--- src/rtl/tug_rope_core_pkg.sv ---
// rtl/tug_rope_core_pkg.sv - shared state encoding, rope constants and score helper
package tug_rope_core_pkg;

    typedef enum logic [1:0] {
        ST_PLAY  = 2'd0,
        ST_WIN_L = 2'd1,
        ST_WIN_R = 2'd2
    } state_t;

    localparam logic [2:0] POS_CENTER    = 3'd3;
    localparam logic [2:0] POS_MAX       = 3'd6;
    localparam logic [6:0] WIN_L_PATTERN = 7'b1110000;
    localparam logic [6:0] WIN_R_PATTERN = 7'b0000111;

    function automatic logic [6:0] pos_to_score(input logic [2:0] pos);
        return 7'b0000001 << pos;
    endfunction

endpackage

--- src/rtl/tug_rope_core_if.sv ---
// rtl/tug_rope_core_if.sv - game inputs and score/tally outputs of the rope engine
interface tug_rope_core_if #(
    parameter int TALLY_W = 4
);
    logic               slowen;
    logic               pb_left;
    logic               pb_right;
    logic [6:0]         score;
    logic               wingame;
    logic [TALLY_W-1:0] wins_left;
    logic [TALLY_W-1:0] wins_right;

    modport master (
        output slowen, pb_left, pb_right,
        input  score, wingame, wins_left, wins_right
    );

    modport slave (
        input  slowen, pb_left, pb_right,
        output score, wingame, wins_left, wins_right
    );
endinterface

--- src/rtl/tug_rope_core_btn_press_detect.sv ---
// rtl/tug_rope_core_btn_press_detect.sv - button synchronizer, debouncer and press pulse
module btn_press_detect #(
    parameter int DEB_CYCLES = 4
) (
    input  logic clk,
    input  logic rst,
    input  logic btn_i,
    output logic press_o
);
    localparam int CNT_W = (DEB_CYCLES > 1) ? $clog2(DEB_CYCLES) : 1;

    logic             sync1_q, sync2_q;
    logic             level_q, level_d;
    logic             level_prev_q;
    logic [CNT_W-1:0] cnt_q, cnt_d;

    // cnt_q counts consecutive synchronized samples that disagree with the accepted level
    always_comb begin
        level_d = level_q;
        cnt_d   = '0;
        if (sync2_q != level_q) begin
            if (cnt_q == CNT_W'(DEB_CYCLES - 1)) begin
                level_d = sync2_q;
            end else begin
                cnt_d = cnt_q + 1'b1;
            end
        end
    end

    always_ff @(posedge clk or negedge rst) begin
        if (!rst) begin
            sync1_q      <= 1'b0;
            sync2_q      <= 1'b0;
            level_q      <= 1'b0;
            level_prev_q <= 1'b0;
            cnt_q        <= '0;
        end else begin
            sync1_q      <= btn_i;
            sync2_q      <= sync1_q;
            level_q      <= level_d;
            level_prev_q <= level_q;
            cnt_q        <= cnt_d;
        end
    end

    assign press_o = level_q & ~level_prev_q;

endmodule

--- src/rtl/tug_rope_core.sv ---
// rtl/tug_rope_core.sv - tug-of-war rope position, win detection, win hold and tallies
module tug_rope_core
    import tug_rope_core_pkg::*;
#(
    parameter int DEB_CYCLES = 4,
    parameter int HOLD_TICKS = 13,
    parameter int TALLY_W    = 4
) (
    input  logic            clk,
    input  logic            rst,
    tug_rope_core_if.slave  bus
);
    localparam int HOLD_W = $clog2(HOLD_TICKS + 1);

    state_t             state_q, state_d;
    logic [2:0]         pos_q, pos_d;
    logic [6:0]         score_q, score_d;
    logic               wingame_q, wingame_d;
    logic [HOLD_W-1:0]  hold_q, hold_d;
    logic [TALLY_W-1:0] wins_l_q, wins_l_d;
    logic [TALLY_W-1:0] wins_r_q, wins_r_d;
    logic               press_l, press_r;

    btn_press_detect #(.DEB_CYCLES(DEB_CYCLES)) u_left (
        .clk     (clk),
        .rst     (rst),
        .btn_i   (bus.pb_left),
        .press_o (press_l)
    );

    btn_press_detect #(.DEB_CYCLES(DEB_CYCLES)) u_right (
        .clk     (clk),
        .rst     (rst),
        .btn_i   (bus.pb_right),
        .press_o (press_r)
    );

    always_comb begin
        state_d   = state_q;
        pos_d     = pos_q;
        score_d   = score_q;
        wingame_d = wingame_q;
        hold_d    = hold_q;
        wins_l_d  = wins_l_q;
        wins_r_d  = wins_r_q;
        unique case (state_q)
            ST_PLAY: begin
                if (press_l && !press_r) begin
                    if (pos_q == POS_MAX - 3'd1) begin
                        state_d   = ST_WIN_L;
                        pos_d     = POS_MAX;
                        score_d   = WIN_L_PATTERN;
                        wingame_d = 1'b1;
                        hold_d    = '0;
                        if (wins_l_q != '1) wins_l_d = wins_l_q + 1'b1;
                    end else if (pos_q < POS_MAX) begin
                        pos_d   = pos_q + 3'd1;
                        score_d = pos_to_score(pos_q + 3'd1);
                    end
                end else if (press_r && !press_l) begin
                    if (pos_q == 3'd1) begin
                        state_d   = ST_WIN_R;
                        pos_d     = 3'd0;
                        score_d   = WIN_R_PATTERN;
                        wingame_d = 1'b1;
                        hold_d    = '0;
                        if (wins_r_q != '1) wins_r_d = wins_r_q + 1'b1;
                    end else if (pos_q != 3'd0) begin
                        pos_d   = pos_q - 3'd1;
                        score_d = pos_to_score(pos_q - 3'd1);
                    end
                end
            end
            ST_WIN_L, ST_WIN_R: begin
                // Presses are ignored here, so one landing on the recentre cycle is dropped too
                if (bus.slowen) begin
                    wingame_d = 1'b0;
                    if (hold_q == HOLD_W'(HOLD_TICKS - 1)) begin
                        state_d = ST_PLAY;
                        pos_d   = POS_CENTER;
                        score_d = pos_to_score(POS_CENTER);
                        hold_d  = '0;
                    end else begin
                        hold_d = hold_q + 1'b1;
                    end
                end
            end
            default: begin
                state_d = ST_PLAY;
                pos_d   = POS_CENTER;
                score_d = pos_to_score(POS_CENTER);
            end
        endcase
    end

    always_ff @(posedge clk or negedge rst) begin
        if (!rst) begin
            state_q   <= ST_PLAY;
            pos_q     <= POS_CENTER;
            score_q   <= 7'b0001000;
            wingame_q <= 1'b0;
            hold_q    <= '0;
            wins_l_q  <= '0;
            wins_r_q  <= '0;
        end else begin
            state_q   <= state_d;
            pos_q     <= pos_d;
            score_q   <= score_d;
            wingame_q <= wingame_d;
            hold_q    <= hold_d;
            wins_l_q  <= wins_l_d;
            wins_r_q  <= wins_r_d;
        end
    end

    assign bus.score      = score_q;
    assign bus.wingame    = wingame_q;
    assign bus.wins_left  = wins_l_q;
    assign bus.wins_right = wins_r_q;

endmodule

--- src/flat_wrapper.sv ---
// flat-port wrapper written by rule: the top's interface ports become plain ports
module tug_rope_core_flat import tug_rope_core_pkg::*;
#(
    parameter int DEB_CYCLES = 4,
    parameter int HOLD_TICKS = 13,
    parameter int TALLY_W    = 4
)
  (clk, rst, bus_slowen, bus_pb_left, bus_pb_right, bus_score, bus_wingame, bus_wins_left, bus_wins_right);
  tug_rope_core_if #(.TALLY_W(TALLY_W)) bus_i ();
  input  logic clk;
  input  logic rst;
  input wire logic [$bits(bus_i.slowen)-1:0] bus_slowen;
  input wire logic [$bits(bus_i.pb_left)-1:0] bus_pb_left;
  input wire logic [$bits(bus_i.pb_right)-1:0] bus_pb_right;
  output wire logic [$bits(bus_i.score)-1:0] bus_score;
  output wire logic [$bits(bus_i.wingame)-1:0] bus_wingame;
  output wire logic [$bits(bus_i.wins_left)-1:0] bus_wins_left;
  output wire logic [$bits(bus_i.wins_right)-1:0] bus_wins_right;
  assign bus_i.slowen = bus_slowen;
  assign bus_i.pb_left = bus_pb_left;
  assign bus_i.pb_right = bus_pb_right;
  assign bus_score = bus_i.score;
  assign bus_wingame = bus_i.wingame;
  assign bus_wins_left = bus_i.wins_left;
  assign bus_wins_right = bus_i.wins_right;
  tug_rope_core #(.DEB_CYCLES(DEB_CYCLES), .HOLD_TICKS(HOLD_TICKS), .TALLY_W(TALLY_W)) u_core (.clk(clk), .rst(rst), .bus(bus_i));
endmodule
--- config.mk ---
export PLATFORM = sky130hd
export DESIGN_NAME = tug_rope_core_flat
export DESIGN_NICKNAME = d
export VERILOG_FILES = /design/src/rtl/tug_rope_core_pkg.sv /design/src/rtl/tug_rope_core_if.sv /design/src/rtl/tug_rope_core_btn_press_detect.sv /design/src/rtl/tug_rope_core.sv /design/src/flat_wrapper.sv
export SDC_FILE = /design/constraint.sdc
export NUM_CORES = 1
export LEC_CHECK = 0
export ABC_AREA = 1
export CORE_AREA = 3 3 66 68
export DETAILED_ROUTE_END_ITERATION = 10
export DIE_AREA = 0 0 69 71
export PLACE_DENSITY = 0.84
export SLEW_MARGIN = 20
export SYNTH_ARGS = -nofsm -noshare
export SYNTH_HDL_FRONTEND = slang
export SYNTH_SLANG_ARGS = --single-unit
--- constraint.sdc ---
create_clock -name clk -period 1.9 [get_ports clk]
set_input_delay 0.38 -clock clk [delete_from_list [all_inputs] [get_ports clk]]
set_output_delay 0.38 -clock clk [all_outputs]
set_load 0.01 [all_outputs]
==> flow_metrics.tcl <==
set metrics [dict create \
    outcome "completed" \
    syn2layout_area_growth_pct 18.2 \
    clkTransAtPathRegs_ns 0.08 \
    critical_path.startpoint "u_core.pos_q[1]$_DFFE_PN1P_" \
    ctsHoldBuffers 0 \
    rr_worst_depth 8 \
    powerDensity_nw_per_um2 1620 \
    vias_per_cell 5.10 \
    nNetsFinal 326 \
    syn_area_sq_um 2160 \
    timing.rr.start "u_core.pos_q[1]$_DFFE_PN1P_" \
    power.leakage_nw 1.31 \
    yosysWarningCount 0 \
    hold_violations 0 \
    r2r-end "u_core.bus.score[5]$_DFFE_PN0P_" \
    cp_num_cells 8 \
    synth_seq_cells 37 \
    syn_nets 298 \
    drt_iter0_drc 152 \
    irDropWorstVdd_uv 995 \
    worstPathRequired_ns 2.09 \
    fin_crit_sh_pct 91.2 \
    cp_common_cell "nand2_1" \
    cp-endpoint "u_core.bus.score[5]$_DFFE_PN0P_" \
    hpwl_um 3070 \
    die_w_um 69 \
    min_path_type "in -> async" \
    critPathBufInv 1 \
    fp-row-count 23 \
    ys_types 23 \
    fin_crit_ns 1.73 \
    grt_pass1_wl_um 7930 \
    antenna_found_initial 0 \
    grt_max_degree 21 \
    slew_headroom_pct 69.8 \
    critical_path.max_fanout 12 \
    worstSetupStartpointType "flip-flop" \
    path_class "reg -> reg" \
    io_buffers 20 \
    firstDrtPassIters 4 \
    track_usage_pct 20.0 \
    numCtsBuffers 5 \
    finClkSkew_ns 0.00827 \
    die_h_um 71 \
    wl_um 4270 \
    drcViolationCount 0 \
    slew_viol_final 0 \
    cts.sinks 37 \
    vias 1816 \
    setup_viol 0 \
    post_drt_wl_per_cell_um 12.0 \
    cts_max_level 2 \
    grt_pass1_vias 1801 \
    core_sq_um 3910 \
    tns_ns 0 \
    diodes 0 \
    synth_cells 277 \
    gp_congestion 1.05 \
    ys_seq_area_share_pct 43.1 \
    drive_gt1_share_pct 10.8 \
    ant_nets 0 \
    clockRootBuffer "clkbuf_8" \
    rsz0062_at_grt "no" \
    arrival_ns 1.92 \
    max_stage_delay_ns 0.53 \
    clk_path_buf_depth 2 \
    dieArea_sq_um 4900 \
    insertion_delay_ns 0.30 \
    max_freq_mhz 577 \
    cts_tree "built" \
    dp_slack_ns 0.100 \
    cp_slowest_cell "dfstp_2" \
    critPathCaptureType "flip-flop" \
    worstMarginPinSlew_ns 0.453 \
    io_pins 21 \
    gr-total-overflow 0 \
    worst_slack_ns 0.167 \
    cp_top_family "simple AND/OR/NAND/NOR gates" \
    p_total_mw 4.12 \
    crit_chain "inv_1 -> ha_1 -> nand2_1 -> nand3_1 -> nand2_4 -> nor2_4 -> nand2_1 -> nand2_1" \
    initial_core_util_pct 55.1 \
    r2r_slack_ns 0.17 \
    synth.avg_cell_area_sq_um 7.78 \
    maxCapViolCount 0 \
]
==> per-layer routing <==
layer	vias to the layer above	track usage, %	wire (um)
met5	-	0	0
met4	0	8.24	114
met3	12	4.97	232
met2	55	34.4	2010
met1	823	23.9	1910
li1	926	-	-
==> worst register-to-register path, stage by stage (launching register included) <==
cell and delay, ns:
dfstp_2 0.53, inv_1 0.09, ha_1 0.26, nand2_1 0.19, nand3_1 0.16, nand2_4 0.19
nor2_4 0.08, nand2_1 0.08, nand2_1 0.05
==> state kept, by name (all words and copies together), names as in the netlist <==
register and cells:
u_core.bus.score 7, u_core.bus.wins_left 4, u_core.bus.wins_right 4, u_core.hold_q 4, u_core.pos_q 3, u_core.state_q 2, u_core.u_left.cnt_q 2, u_core.u_right.cnt_q 2
u_core.bus.wingame 1, u_core.u_left.level_prev_q 1, u_core.u_left.level_q 1, u_core.u_left.sync1_q 1, u_core.u_left.sync2_q 1, u_core.u_right.level_prev_q 1, u_core.u_right.level_q 1, u_core.u_right.sync1_q 1
u_core.u_right.sync2_q 1
==> synth_stat cells <==
| cell | n | area (sq um) |
|---|---|---|
| inv_2 | 1 | 3.75 |
| a21oi_1 | 2 | 10.0 |
| xnor2_1 | 5 | 43.8 |
| nor2_4 | 2 | 22.5 |
| nand3_2 | 1 | 10.0 |
| o21ai_1 | 5 | 25.0 |
| nand4_1 | 2 | 12.5 |
| nand2_1 | 83 | 312 |
| dfrtp_1 | 34 | 851 |
| buf_2 | 1 | 5.00 |
| nor2_2 | 4 | 25.0 |
| clkbuf_2 | 1 | 5.00 |
| buf_6 | 2 | 22.5 |
| nor3_1 | 3 | 15.0 |
| o21ai_0 | 21 | 105 |
| nand2_4 | 2 | 22.5 |
| nor2_1 | 34 | 128 |
| ha_1 | 16 | 200 |
| xor2_1 | 4 | 35.0 |
| dfstp_2 | 3 | 78.8 |
| nand2_2 | 4 | 25.0 |
| inv_1 | 29 | 109 |
| nand3_1 | 18 | 90.1 |
==> cells by family (layout without fill, tap and decap cells) <==
group	after synthesis	in the layout	synth area share, %
flip-flops	37	37	43.1
AND/OR/NAND/NOR	153	154	30.7
AO/OA/AOI/OAI	28	28	6.50
adder cells (fa/ha/maj)	16	16	9.29
buffers and inverters	34	62	6.73
XOR/XNOR	9	9	3.66
==> layout make-up <==
class / instances / area (sq um)
well taps: 50 / 62.6
fillers: 352 / 1370
repair buffers: 24 / 238
flip-flops and latches: 37 / 930
clock buffers: 5 / 68.8
inverters: 30 / 113
clock inverters: 3 / 22.5
multi-input cells: 207 / 1110
==> report_power, final <==
group	switching (mW)	internal [mW]	leakage [nW]	total, mW
registers	0.187	1.05	0.474	1.24
clock network	0.298	0.257	0.0364	0.555
logic	1.48	0.844	0.802	2.32
==> how the worst min path moves through the flow <==
stage          slack, ns                                   to  cells after the start
2_1_floorplan       0.08      u_core.bus.score[0]$_DFFE_PN0P_                      0
3_3_place_gp        0.33      u_core.u_left.sync2_q$_DFF_PN0_                      0
3_5_place_dp        0.34      u_core.u_left.sync2_q$_DFF_PN0_                      0
4_1_cts             0.03  u_core.bus.wins_left[3]$_DFFE_PN0P_                      1
5_1_grt             0.04  u_core.bus.wins_left[3]$_DFFE_PN0P_                      1
6_report            0.03      u_core.bus.score[2]$_DFFE_PN0P_                      1
==> cells in the final DEF, fill, tap and decap left out, types with 2 or more instances in the layout <==
cell	synthesis	final
xor2_1	4	4
o21ai_0	21	21
clkinvlp_4	0	3
o21ai_1	5	5
clkdlybuf4s50_1	0	19
nand2_2	4	2
nor3_1	3	3
nor2_1	34	34
inv_1	29	29
ha_1	16	16
nor2_4	2	4
nand2_1	83	83
dfrtp_1	34	34
nand4_1	2	2
buf_4	0	3
nor2_2	4	3
dfstp_2	3	3
clkbuf_8	0	5
nand3_1	18	18
nand2_4	2	4
a21oi_2	0	2
xnor2_1	5	5
==> metrics by stage <==
| stage | utilization (%) | hold slack (ns) | cell area (sq um) | instances |
|---|---|---|---|---|
| 5_1_grt | 65.1 | 0.0379 | 2550 | 356 |
| 3_3_place_gp | 61.9 | 0.334 | 2420 | 347 |
| 3_5_place_dp | 61.9 | 0.338 | 2420 | 347 |
| 4_1_cts | 64.3 | 0.0286 | 2510 | 355 |
| 6_report | 65.1 | 0.0253 | 2550 | 356 |
| 2_1_floorplan | - | 0.0844 | 2160 | 277 |
==> repair_timing <==
item,4_1_cts,5_1_grt
gates resized for setup,0,6
setup endpoints to repair,0,13
setup buffers,0,0
Power figures use the tool's default switching activity.
